### config.mk
export PLATFORM = sky130hd
export DESIGN_NAME = tag_scan_ctl_flat
export DESIGN_NICKNAME = d
export VERILOG_FILES = /design/src/rtl/tag_scan_ctl_pkg.sv /design/src/rtl/tag_scan_ctl_if.sv /design/src/rtl/tag_cmp.sv /design/src/rtl/tag_scan_ctl.sv /design/src/flat_wrapper.sv
export SDC_FILE = /design/constraint.sdc
export NUM_CORES = 1
export LEC_CHECK = 0
export CORE_MARGIN = 3
export CORE_UTILIZATION = 57
export DETAILED_ROUTE_END_ITERATION = 6
export HOLD_SLACK_MARGIN = 0.1
export PLACE_DENSITY_LB_ADDON = 0.15
export SLEW_MARGIN = 20
export SYNTH_ARGS = -nofsm -noshare
export SYNTH_HDL_FRONTEND = slang
export SYNTH_SLANG_ARGS = --single-unit
### constraint.sdc
create_clock -name clk -period 3.1 [get_ports clk]
set_input_delay 0.62 -clock clk [delete_from_list [all_inputs] [get_ports clk]]
set_output_delay 0.62 -clock clk [all_outputs]
set_load 0.02 [all_outputs]
### src/rtl/tag_scan_ctl_pkg.sv
// Shared constants for the serial tag lookup controller.
// Provides default tag/table geometry and the FSM state encoding.
package tag_scan_ctl_pkg;

    localparam int unsigned TAG_W_DEF = 6;
    localparam int unsigned DEPTH_DEF = 8;
    localparam int unsigned IDX_W_DEF = $clog2(DEPTH_DEF);

    typedef enum logic [1:0] {
        ST_IDLE = 2'd0,
        ST_SCAN = 2'd1,
        ST_DONE = 2'd2
    } state_e;

endpackage

### src/rtl/tag_scan_ctl_if.sv
// Lookup and table-write bus between map/cache control and tag_scan_ctl.
//   master: requester side (drives req/key and table writes, sees results)
//   slave : controller side
interface tag_scan_ctl_if
    import tag_scan_ctl_pkg::*;
#(
    parameter int unsigned TAG_W = TAG_W_DEF,
    parameter int unsigned IDX_W = IDX_W_DEF
);
    logic             req;
    logic [TAG_W-1:0] key;
    logic             busy;
    logic             done;
    logic             hit;
    logic [IDX_W-1:0] hit_idx;
    logic             wr_en;
    logic [IDX_W-1:0] wr_idx;
    logic [TAG_W-1:0] wr_tag;
    logic             wr_valid;
    logic             inval_all;

    modport master (
        output req, key, wr_en, wr_idx, wr_tag, wr_valid, inval_all,
        input  busy, done, hit, hit_idx
    );

    modport slave (
        input  req, key, wr_en, wr_idx, wr_tag, wr_valid, inval_all,
        output busy, done, hit, hit_idx
    );
endinterface

### src/rtl/tag_cmp.sv
// Enable-gated equality comparator shared by the whole tag table.
//   enb : compare enable (entry valid)
//   a,b : operands
//   eq  : enb & (a == b), combinational
module tag_cmp #(
    parameter int unsigned W = 6
) (
    input  logic         enb,
    input  logic [W-1:0] a,
    input  logic [W-1:0] b,
    output logic         eq
);
    assign eq = enb & (a == b);
endmodule

### src/rtl/tag_scan_ctl.sv
// Serial associative tag lookup: one comparator stepped over DEPTH entries,
// reporting the lowest matching index.
//   clk, reset_n : clock, async active-low reset
//   bus (slave)  : req/key lookup, busy/done/hit/hit_idx result,
//                  wr_* entry write, inval_all valid clear
module tag_scan_ctl
    import tag_scan_ctl_pkg::*;
#(
    parameter int unsigned TAG_W = TAG_W_DEF,
    parameter int unsigned DEPTH = DEPTH_DEF,
    parameter int unsigned IDX_W = $clog2(DEPTH)
) (
    input  logic           clk,
    input  logic           reset_n,
    tag_scan_ctl_if.slave  bus
);

    localparam logic [IDX_W-1:0] LAST_IDX = IDX_W'(DEPTH - 1);

    state_e           state_q, state_d;
    logic [IDX_W-1:0] idx_q, idx_d;
    logic [TAG_W-1:0] key_q, key_d;
    logic             busy_q, busy_d;
    logic             done_q, done_d;
    logic             hit_q, hit_d;
    logic [IDX_W-1:0] hit_idx_q, hit_idx_d;

    logic [TAG_W-1:0] tag_q [DEPTH];
    logic [DEPTH-1:0] valid_q;
    logic             eq;

    // Single shared comparator, pointed at the current scan entry
    tag_cmp #(.W(TAG_W)) u_cmp (
        .enb (valid_q[idx_q]),
        .a   (key_q),
        .b   (tag_q[idx_q]),
        .eq  (eq)
    );

    // Tag storage needs no reset; only valid bits define table contents
    always_ff @(posedge clk) begin
        if (bus.wr_en) tag_q[bus.wr_idx] <= bus.wr_tag;
    end

    // Valid bits; a bulk invalidate overrides a same-cycle write
    always_ff @(posedge clk or negedge reset_n) begin
        if (!reset_n) begin
            valid_q <= '0;
        end else if (bus.inval_all) begin
            valid_q <= '0;
        end else if (bus.wr_en) begin
            valid_q[bus.wr_idx] <= bus.wr_valid;
        end
    end

    // FSM and result registers
    always_ff @(posedge clk or negedge reset_n) begin
        if (!reset_n) begin
            state_q   <= ST_IDLE;
            idx_q     <= '0;
            key_q     <= '0;
            busy_q    <= 1'b0;
            done_q    <= 1'b0;
            hit_q     <= 1'b0;
            hit_idx_q <= '0;
        end else begin
            state_q   <= state_d;
            idx_q     <= idx_d;
            key_q     <= key_d;
            busy_q    <= busy_d;
            done_q    <= done_d;
            hit_q     <= hit_d;
            hit_idx_q <= hit_idx_d;
        end
    end

    // Next-state and next-output logic; results change only on scan exit
    always_comb begin
        state_d   = state_q;
        idx_d     = idx_q;
        key_d     = key_q;
        busy_d    = busy_q;
        done_d    = 1'b0;
        hit_d     = hit_q;
        hit_idx_d = hit_idx_q;

        unique case (state_q)
            ST_IDLE: begin
                if (bus.req) begin
                    key_d   = bus.key;
                    idx_d   = '0;
                    busy_d  = 1'b1;
                    state_d = ST_SCAN;
                end
            end
            ST_SCAN: begin
                if (bus.inval_all) begin
                    // Table is being wiped: abort as a miss even on a match
                    hit_d     = 1'b0;
                    hit_idx_d = '0;
                    busy_d    = 1'b0;
                    done_d    = 1'b1;
                    state_d   = ST_DONE;
                end else if (eq) begin
                    hit_d     = 1'b1;
                    hit_idx_d = idx_q;
                    busy_d    = 1'b0;
                    done_d    = 1'b1;
                    state_d   = ST_DONE;
                end else if (idx_q == LAST_IDX) begin
                    hit_d     = 1'b0;
                    hit_idx_d = '0;
                    busy_d    = 1'b0;
                    done_d    = 1'b1;
                    state_d   = ST_DONE;
                end else begin
                    idx_d = idx_q + IDX_W'(1);
                end
            end
            ST_DONE: begin
                state_d = ST_IDLE;
            end
            default: begin
                busy_d  = 1'b0;
                state_d = ST_IDLE;
            end
        endcase
    end

    assign bus.busy    = busy_q;
    assign bus.done    = done_q;
    assign bus.hit     = hit_q;
    assign bus.hit_idx = hit_idx_q;

endmodule

### src/flat_wrapper.sv
// flat-port wrapper written by rule: the top's interface ports become plain ports
module tag_scan_ctl_flat import tag_scan_ctl_pkg::*;
#(
    parameter int unsigned TAG_W = TAG_W_DEF,
    parameter int unsigned DEPTH = DEPTH_DEF,
    parameter int unsigned IDX_W = $clog2(DEPTH)
)
  (clk, reset_n, bus_req, bus_key, bus_wr_en, bus_wr_idx, bus_wr_tag, bus_wr_valid, bus_inval_all, bus_busy, bus_done, bus_hit, bus_hit_idx);
  tag_scan_ctl_if #(.TAG_W(TAG_W), .IDX_W(IDX_W)) bus_i ();
  input  logic clk;
  input  logic reset_n;
  input wire logic [$bits(bus_i.req)-1:0] bus_req;
  input wire logic [$bits(bus_i.key)-1:0] bus_key;
  input wire logic [$bits(bus_i.wr_en)-1:0] bus_wr_en;
  input wire logic [$bits(bus_i.wr_idx)-1:0] bus_wr_idx;
  input wire logic [$bits(bus_i.wr_tag)-1:0] bus_wr_tag;
  input wire logic [$bits(bus_i.wr_valid)-1:0] bus_wr_valid;
  input wire logic [$bits(bus_i.inval_all)-1:0] bus_inval_all;
  output wire logic [$bits(bus_i.busy)-1:0] bus_busy;
  output wire logic [$bits(bus_i.done)-1:0] bus_done;
  output wire logic [$bits(bus_i.hit)-1:0] bus_hit;
  output wire logic [$bits(bus_i.hit_idx)-1:0] bus_hit_idx;
  assign bus_i.req = bus_req;
  assign bus_i.key = bus_key;
  assign bus_i.wr_en = bus_wr_en;
  assign bus_i.wr_idx = bus_wr_idx;
  assign bus_i.wr_tag = bus_wr_tag;
  assign bus_i.wr_valid = bus_wr_valid;
  assign bus_i.inval_all = bus_inval_all;
  assign bus_busy = bus_i.busy;
  assign bus_done = bus_i.done;
  assign bus_hit = bus_i.hit;
  assign bus_hit_idx = bus_i.hit_idx;
  tag_scan_ctl #(.TAG_W(TAG_W), .DEPTH(DEPTH), .IDX_W(IDX_W)) u_core (.clk(clk), .reset_n(reset_n), .bus(bus_i));
endmodule
; Yosys cells after proc, flatten, opt, wreduce, memory -nomap -nowiden
; Memories as Yosys holds them, arrays and structs flattened.
; Cells that the tools add are included.
[word_totals]
reg_bits = 25
ramBits = 48
wordCells = 67
n_memories = 1
input_bits = 21
[op_classes]
add_sub_neg = 1
reduce_logical = 10
n_eq_ne = 9
bitwise = 2
order_cmp = 3
n_mux = 33
[mem_list]
columns = name, words, width, rd, rd_clocked_by_memory_dff, write_ports, line
row1 = u_core.tag_q, 8, 6, 1, 0, 1, tag_scan_ctl.sv:28  ; logic [TAG_W-1:0] tag_q [DEPTH];
[ops]
columns = op, n
row1 = 3-bit 2-to-1 mux, 7
row2 = 8-bit 2-to-1 mux, 2
row3 = 1-bit 2-to-1 mux, 14
row4 = 8-bit bitwise mux, 1
row5 = 3-bit by 4-bit less-than comparator with 1-bit output (second input constant), 2
row6 = 2-bit 2-to-1 mux, 4
row7 = 2-bit inequality test (second input constant), 4
row8 = 6-bit == test, 1
row9 = 3-bit one-hot mux with 2 select lines, 1
row10 = 2-bit AND reduction, 3
row11 = 5-bit AND reduction, 1
row12 = 4-bit by 2-bit inequality test with 1-bit output (second input constant), 1
row13 = 2-bit one-hot mux with 2 select lines, 1
row14 = 2-bit nonzero test, 2
row15 = 3-bit by 1-bit adder with 3-bit output (second input constant), 1
row16 = 1-bit binary-select mux with 3-bit select, 1
row17 = 1-bit demux with 3-bit select, 1
row18 = 3-bit == test (second input constant), 1
row19 = 3-bit by 1-bit greater-or-equal comparator with 1-bit output (second input constant), 1
row20 = 1-bit one-hot mux with 3 select lines, 1
row21 = 3-bit AND reduction, 1
row22 = 3-bit nonzero test, 1
row23 = 2-bit by 1-bit == test with 1-bit output (second input constant), 1
row24 = 2-bit == test (second input constant), 1
row25 = 4 further kinds, 4

; Longest topological paths before layout
; Gate-level depths: netlist of run 1.
[depth]
depth_word = 7
depth_mapped = 8

; Modules after synthesis
; A second synthesis of run 1 with hierarchy kept.
[unflattened]
cells_unflattened = 168
area_unflattened_um2 = 3105.5
[modules_own_cells]
columns = module, seq_area_each_um2, instances, cells_each, area_per_inst_um2
row1 = tag_scan_ctl, 2067.0, 1, 160, 3034.2
row2 = tag_cmp, 0.0, 1, 8, 71.3

; Least setup slack after synthesis of run 1
; Ideal clock, no wire load.
[synth_timing]
path_type = register to register
start = register u_core.idx_q[2]
end = register u_core.hit_idx_q[0] (netlist: u_core.bus.hit_idx[0])
slack_ps = 774
path_stages_with_launch = 9
required_ps = 2974
arrival_time_ps = 2200
synth_period_minus_slack_ps = 2326
path_cell_list = dfrtp_1 > buf_2 > clkbuf_1 > mux4_2 > mux2i_1 > xor2_1 > o2111ai_2 > or2_4 > a221o_1
[synth_between]
elab_chain_cells = 5
word_cells_on_any_way = 10
classes_between = 2 x eq/ne / 4 x mux / 1 x bitwise / 2 x reduce/logical / 1 x memory
[synth_rtl]
columns = element, line
row1 = from (decl), tag_scan_ctl.sv:21  ; logic [IDX_W-1:0] idx_q, idx_d;
row2 = from (signal assigned), tag_scan_ctl.sv:68  ; idx_q <= idx_d;
row3 = memory 8 x 6 bit / 1-bit binary-select mux with 3-bit select (equally long branches), -
row4 = 6-bit == test / 1-bit 2-to-1 mux (equally long branches), "tag_cmp.sv:13, tag_scan_ctl.sv:34"
row5 = 1-bit AND, tag_cmp.sv:13  ; assign eq = enb & (a == b);
row6 = 3-bit nonzero test (no source line) / 3-bit 2-to-1 mux (equally long branches), -
row7 = 2-bit AND reduction (no source line) / 3-bit 2-to-1 mux (equally long branches), -
row8 = to (signal assigned), tag_scan_ctl.sv:73  ; hit_idx_q <= hit_idx_d;
row9 = to (decl), tag_scan_ctl.sv:26  ; logic [IDX_W-1:0] hit_idx_q, hit_idx_d;
; Parallel ways exist; a longest one is shown, timed or not. The select of a mux whose other input is x is not followed.
; A chain may end at the register's enable or synchronous reset.

; Worst setup path in the final report of run 1
[layout_timing]
start = register u_core.idx_q[0]
end = register u_core.idx_q[1]
[layout_between]
elab_chain_cells = 5
word_cells_on_any_way = 14
classes_between = 1 x add/sub / 4 x eq/ne / 6 x mux / 1 x bitwise / 1 x reduce/logical / 1 x memory
[layout_rtl]
columns = element, line
row1 = memory 8 x 6 bit (tied with other cells), -
row2 = 6-bit == test (tied with other cells), tag_cmp.sv:13
row3 = 1-bit AND / 3-bit 2-to-1 mux (equally long branches), "tag_cmp.sv:13, tag_scan_ctl.sv:104"
row4 = 2-bit inequality test (no source line) / 3-bit 2-to-1 mux (equally long branches), -
row5 = 5-bit AND reduction (no source line) / 3-bit one-hot mux with 2 select lines (equally long branches), -
; Parallel ways exist; a longest one is shown, timed or not. The select of a mux whose other input is x is not followed.

==> results.py, run 1 <==
metrics = {
    "cts": {
        "cts_sinks": 73,
        "cts_setup_buffers": 0,
        "cts_tree": "done",
        "cts-root-buf": "clkbuf_8",
        "ctsHtreeMaxLevel": 3,
        "cts_buffer_depth": 2,
        "postCtsHoldBufs": 0,
        "cts_buffers": 9,
        "clk_latency_ns": 0.33,
        "clkTransAtPathRegs_ns": 0.07,
        "post_cts_resized": 0,
    },
    "job": {
        "drv_cap": 0,
    },
    "layout": {
        "drive_gt1_share_pct": 15.0,
        "nFillCells": 345,
        "final_common_cell": "edfxtp_1",
        "final_cell_mix": "edfxtp_1 (48), clkdlybuf4s50_1 (26), dfrtp_1 (25), nand2_1 (14)",
        "nets": 265,
        "area_delta_synth_final_pct": 16.6,
        "n_antenna_cell": 0,
        "fin_area_um2": 3680,
    },
    "global_routing": {
        "grt_antenna_before_repair": 0,
        "grt_pass1_wl_um": 9730,
        "grt_usage_pct": 20.9,
        "grt_max_degree": 26,
        "grt_pass1_vias": 1944,
        "gr-total-overflow": 0,
    },
    "timing": {
        "fin_setup_tns_ns": 0,
        "rsz0062_at_grt": "false",
        "slew_violations": 0,
        "post-route-min-period_ns": 2.81,
        "relSlewSlack_pct": 46.7,
        "clock.fmax_ghz": 0.356,
        "clock_skew_ns": 0.0103,
        "tightest_slew_ns": 0.796,
        "period_share_pct": 90.5,
        "finalSetupViolCount": 0,
        "hold_violations": 0,
    },
    "synthesis": {
        "yosysTopAreaCellShare_pct": 45.7,
        "synthAdderAreaFrac_pct": 0.793,
        "synth-seq-cells": 73,
        "yosys.area_share.simple_pct": 8.29,
        "synth_edf_count": 48,
        "muxShareOfSynthArea_pct": 14.6,
        "synth_top_family_by_area": "multiplexers",
        "synthFlopType": "edfxtp_1",
        "synthXorXnorAreaFrac_pct": 0.833,
        "synth_area_per_cell_um2": 15.1,
        "async_flop_share_pct": 34.2,
        "synth_nets": 232,
        "synth-compound-area-share_pct": 7.77,
        "synthTopCellsByArea": "edfxtp_1 (46%), dfrtp_1 (20%), mux4_2 (4.3%)",
        "yosysSeqAreaShare_pct": 65.5,
        "syn_area_um2": 3150,
        "synth_cell_type_count": 42,
        "yosys.area.top_type": "edfxtp_1",
        "synthCells": 209,
        "yosys_warnings": 0,
    },
    "power": {
        "p_leak_nw": 1.31,
        "power_density_nw_per_um2": 719,
        "ir_worst_vdd_mv": 0.427,
    },
    "floorplan": {
        "die_area_um2": 6460,
        "rows": 26,
        "floorplan.initialDensity_pct": 60.2,
        "core-area_um2": 5240,
        "die_y_um": 80.4,
        "io_pins": 27,
        "dieWidth_um": 80.4,
    },
    "worst_setup_path": {
        "path_cells": "buf_4 > mux4_1 > mux2i_1 > a21oi_1 > o2111ai_1 > o21a_1 > mux2i_1",
        "cp.arrival_ns": 3.06,
        "start_kind": "flop",
        "crit_top_cell": "mux2i_1",
        "slowest_delay_ns": 0.80,
        "worstPathRequired_ns": 3.36,
        "cp_max_fo": 14,
        "crit_type": "reg -> reg",
        "cp-end-kind": "flop",
        "crit_path_top_delay_cell": "dfrtp_1",
    },
    "drt": {
        "routedWlPerCell_um": 19.2,
        "routed_wl_um": 6090,
        "vias": 1877,
        "viasPerCell": 5.92,
        "ant_nets": 0,
        "drtIter0Drc": 73,
        "first_pass_iters": 4,
        "drc": 0,
    },
    "place": {
        "placed_cell_area_um2": 3480,
        "hpwl_um": 4250,
        "io_buffers": 26,
        "globalplace.congestion": 0.774,
    },
    "run_status": {
        "status": "complete, no violations",
    },
    "worst_hold_path": {
        "min_path_type": "reg -> reg",
    },
}
[synthesized netlist by cell type (2+ instances only)]
master and number:
nand2b_1 7, a221o_1 3, nor2b_1 2, mux4_1 4, nand2_1 14, nor4_1 4
o211ai_1 2, ha_1 2, nor2_1 13, buf_2 3, a21oi_1 8, nor3_1 2
dfrtp_1 25, mux2i_1 13, clkbuf_1 5, mux2_2 8, mux4_2 6, edfxtp_1 48
a22oi_1 2, and2_1 3, o21ai_0 12, xor2_1 3
[worst paths after layout]
path | startpoint | to | slack, ns | cells past startpoint
worst max-delay path | u_core.idx_q[0] | u_core.idx_q[1] | 0.29 | 7
worst min-delay path | u_core.valid_q[0] | u_core.valid_q[0] | 0.53 | 2
worst min register to register | u_core.valid_q[0] | u_core.valid_q[0] | 0.53 | 2
max in group asynchronous | reset_n | u_core.valid_q[3] | 2.19 | 2
min in group asynchronous | reset_n | u_core.bus.hit_idx[1] | 0.66 | 2
worst max register to register | u_core.idx_q[0] | u_core.idx_q[1] | 0.29 | 7
[where the power goes]
part,switching [mW],leakage (nW),internal [mW]
sequential,0.146,0.761,1.14
combinational,0.284,0.455,0.348
clock,0.335,0.0934,0.387
total,0.765,1.31,1.88
[critical path: cells and delay by family (launching register included)]
family	cells	cell delay, ns
flip-flops	1	0.80
AO/OA/AOI/OAI	3	0.66
buffers and inverters	1	0.28
multiplexers	3	0.98
[cells by family (layout without fill, tap and decap cells)]
kind of cell / count (synthesis) / after routing
AO/OA/AOI/OAI: 37 / 37
AND/OR/NAND/NOR: 52 / 52
adder cells (fa/ha/maj): 2 / 2
flip-flops: 73 / 73
XOR/XNOR: 3 / 3
multiplexers: 31 / 31
buffers and inverters: 11 / 49
[area by class of cell]
| cell class | count | area [um^2] | area share [%] |
|---|---|---|---|
| clock buffers | 10 | 138 | 3.74 |
| clock inverters | 6 | 57.6 | 1.57 |
| inverters | 1 | 3.75 | 0.102 |
| multi-input cells | 125 | 1020 | 27.7 |
| flip-flops and latches | 73 | 2070 | 56.2 |
| well taps | 70 | 87.6 | 2.38 |
| repair buffers | 32 | 305 | 8.30 |
[state kept, by name, indices dropped and copies added, names as in the netlist]
name and count:
u_core.tag_q 48, u_core.valid_q 8, u_core.bus.hit_idx 3, u_core.bus.hit 1
u_core.bus.done 1, u_core.idx_q 3, u_core.state_q 2, u_core.bus.busy 1
u_core.key_q 6
[routing by layer]
| layer | vias up | part of all wire, % | track usage (%) |
|---|---|---|---|
| li1 | 873 | - | - |
| met1 | 935 | 41 | 24.6 |
| met2 | 59 | 53 | 37.0 |
| met3 | 10 | 4.2 | 3.81 |
| met4 | 0 | 2.0 | 9.80 |
| met5 | - | 0 | 0 |
[per-stage QoR]
stage          hold slack [ns]  std cells  power (mW)  util [%]  setup slack [ns]
6_report                 0.526        317        2.64      70.2             0.295
5_1_grt                  0.547        317        2.78      70.2            0.0639
4_1_cts                  0.529        317        2.66      70.2             0.270
3_5_place_dp             0.512        301        1.95      66.5             0.282
3_3_place_gp             0.500        301        1.92      66.5             0.377
2_1_floorplan            0.324        209        1.77         -             0.774
Power figures use the tool's default switching activity.
==> run 2: changes to the inputs <==
CORE_UTILIZATION = 59   (was 57)
CTS_BUF_LIST = sky130_fd_sc_hd__clkbuf_2 sky130_fd_sc_hd__clkbuf_4 sky130_fd_sc_hd__clkbuf_8   (was unset)
REMOVE_ABC_BUFFERS = 1   (was unset)
==> run 2 against run 1 <==
  * Register-to-register slack gained 0.04 ns
  * Largest power group unchanged
  * Sequential share of layout area down 0.19 points
  * Maximum frequency is 1.6% higher
  * First-iteration DRC count up 86%
  * Cell count down 1.3%
==> results.py, run 2 (synthesis gave the netlist of run 1 again) <==
metrics = {
    "drt": {
        "drtIter0Drc": 136,
        "viasPerCell": 6.11,
        "routed_wl_um": 6080,
        "drc": 0,
        "routedWlPerCell_um": 19.4,
        "first_pass_iters": 4,
        "ant_nets": 0,
        "vias": 1912,
    },
    "floorplan": {
        "floorplan.initialDensity_pct": 63.8,
        "dieWidth_um": 79.1,
        "die_area_um2": 6260,
        "core-area_um2": 4940,
        "rows": 25,
        "die_y_um": 79.1,
        "io_pins": 27,
    },
    "place": {
        "globalplace.congestion": 0.804,
        "io_buffers": 26,
        "hpwl_um": 4090,
        "pre_cts_slack_ns": 0.352,
        "placed_cell_area_um2": 3470,
    },
    "timing": {
        "finalSetupViolCount": 0,
        "slew_violations": 0,
        "clock_skew_ns": 0.00731,
        "setup_slack_ns": 0.339,
        "tightest_slew_ns": 0.750,
        "hold_violations": 0,
        "period_share_pct": 89.1,
        "relSlewSlack_pct": 49.8,
        "rsz0062_at_grt": "false",
        "post-route-min-period_ns": 2.76,
        "fin_setup_tns_ns": 0,
        "clock.fmax_ghz": 0.362,
    },
    "power": {
        "finalPower_mw": 2.75,
        "p_leak_nw": 1.32,
        "ir_worst_vdd_mv": 0.400,
        "power_density_nw_per_um2": 744,
    },
    "cts": {
        "post_cts_resized": 0,
        "cts_buffers": 9,
        "ctsHtreeMaxLevel": 3,
        "clk_latency_ns": 0.34,
        "cts_tree": "done",
        "cts_sinks": 73,
        "clkTransAtPathRegs_ns": 0.07,
        "cts_setup_buffers": 0,
        "cts-root-buf": "clkbuf_8",
        "cts_buffer_depth": 2,
        "postCtsHoldBufs": 0,
    },
    "layout": {
        "drive_gt1_share_pct": 15.4,
        "fin_area_um2": 3690,
        "largest_reg_flops": 48,
        "regArea_um2": 2070,
        "utilization_pct": 74.7,
        "reg_top3": "u_core.tag_q: 48 flops, u_core.valid_q: 8 flops, u_core.key_q: 6 flops",
        "final_cell_mix": "edfxtp_1 (48), clkdlybuf4s50_1 (25), dfrtp_1 (25), nand2_1 (14)",
        "nets": 264,
        "n_antenna_cell": 0,
        "area_delta_synth_final_pct": 17.0,
        "final_common_cell": "edfxtp_1",
        "nFillCells": 325,
        "multi_input_area_um2": 1020,
        "largest_register": "u_core.tag_q",
    },
    "worst_setup_path": {
        "crit_path_top_delay_cell": "dfrtp_1",
        "ff2ff_path_depth": 7,
        "cp-end-kind": "flop",
        "crit_type": "reg -> reg",
        "start_kind": "flop",
        "worstPathRequired_ns": 3.32,
        "path_cells": "buf_4 > mux2_2 > o22ai_1 > or3_1 > o2111ai_1 > or2_4 > a221o_1",
        "slowest_delay_ns": 0.67,
        "cp.arrival_ns": 2.98,
        "cp_max_fo": 16,
    },
    "global_routing": {
        "grt_max_degree": 26,
        "gr-total-overflow": 0,
        "grt_pass1_vias": 1946,
        "grt_pass1_wl_um": 9930,
        "grt_antenna_before_repair": 0,
        "grt_usage_pct": 21.7,
    },
    "run_status": {
        "status": "complete, no violations",
    },
    "job": {
        "drv_cap": 0,
    },
    "worst_hold_path": {
        "min_path_type": "in -> async",
    },
}
[run 2: changes by cell type in the layout (fill, tap and decap cells not counted)]
cell,previous run,this run
buf_4,6,5
clkbuf_4,0,1
buf_2,0,1
clkinv_2,1,0
bufinv_16,1,2
clkinv_1,2,1
clkdlybuf4s50_1,26,25
[run 2: metal layers]
layer | GRT usage, % | vias to the layer above | part of all wire (%)
met5 | 0 | - | 0
met1 | 28.4 | 961 | 43
met4 | 11.7 | 0 | 2.7
li1 | - | 872 | -
met2 | 33.8 | 65 | 48
met3 | 5.10 | 14 | 6.3
[run 2: path summary, 6_finish.rpt]
path	start	endpoint	slack [ns]
min in group clk	u_core.valid_q[1]	u_core.valid_q[1]	0.54
worst max-delay path	u_core.idx_q[0]	u_core.bus.hit_idx[1]	0.34
worst min register to register	u_core.valid_q[1]	u_core.valid_q[1]	0.54
max in group asynchronous	reset_n	u_core.valid_q[0]	2.48
worst max register to register	u_core.idx_q[0]	u_core.bus.hit_idx[1]	0.34
worst min-delay path	reset_n	u_core.bus.busy	0.26
[run 2: stage by stage]
step,std cells,hold WS [ns]
6_report,313,0.260
5_1_grt,313,0.298
4_1_cts,313,0.545
3_5_place_dp,297,0.525
3_3_place_gp,297,0.509
2_1_floorplan,199,0.324
[run 2: area by class of cell]
class                   count  share of cell area (%)
clock inverters             5                    2.14
multi-input cells         125                    27.6
clock buffers              11                    3.93
repair buffers             31                    7.93
inverters                   1                   0.102
flip-flops and latches     73                    56.0
well taps                  67                    2.27
[run 2: worst max-delay path: cells and delay by family, from the launching register on]
kind | cells | cell delay [ns]
flops | 1 | 0.67
compound gates | 3 | 0.76
buf+inv | 1 | 0.34
mux | 1 | 0.36
simple gates | 2 | 0.51
[run 2: report_power, final]
part	leakage, nW	internal (mW)	total (mW)	switching (mW)
Combinational	0.450	0.339	0.636	0.297
Sequential	0.761	1.14	1.29	0.144
Clock	0.107	0.481	0.822	0.340
Total	1.32	1.96	2.75	0.781
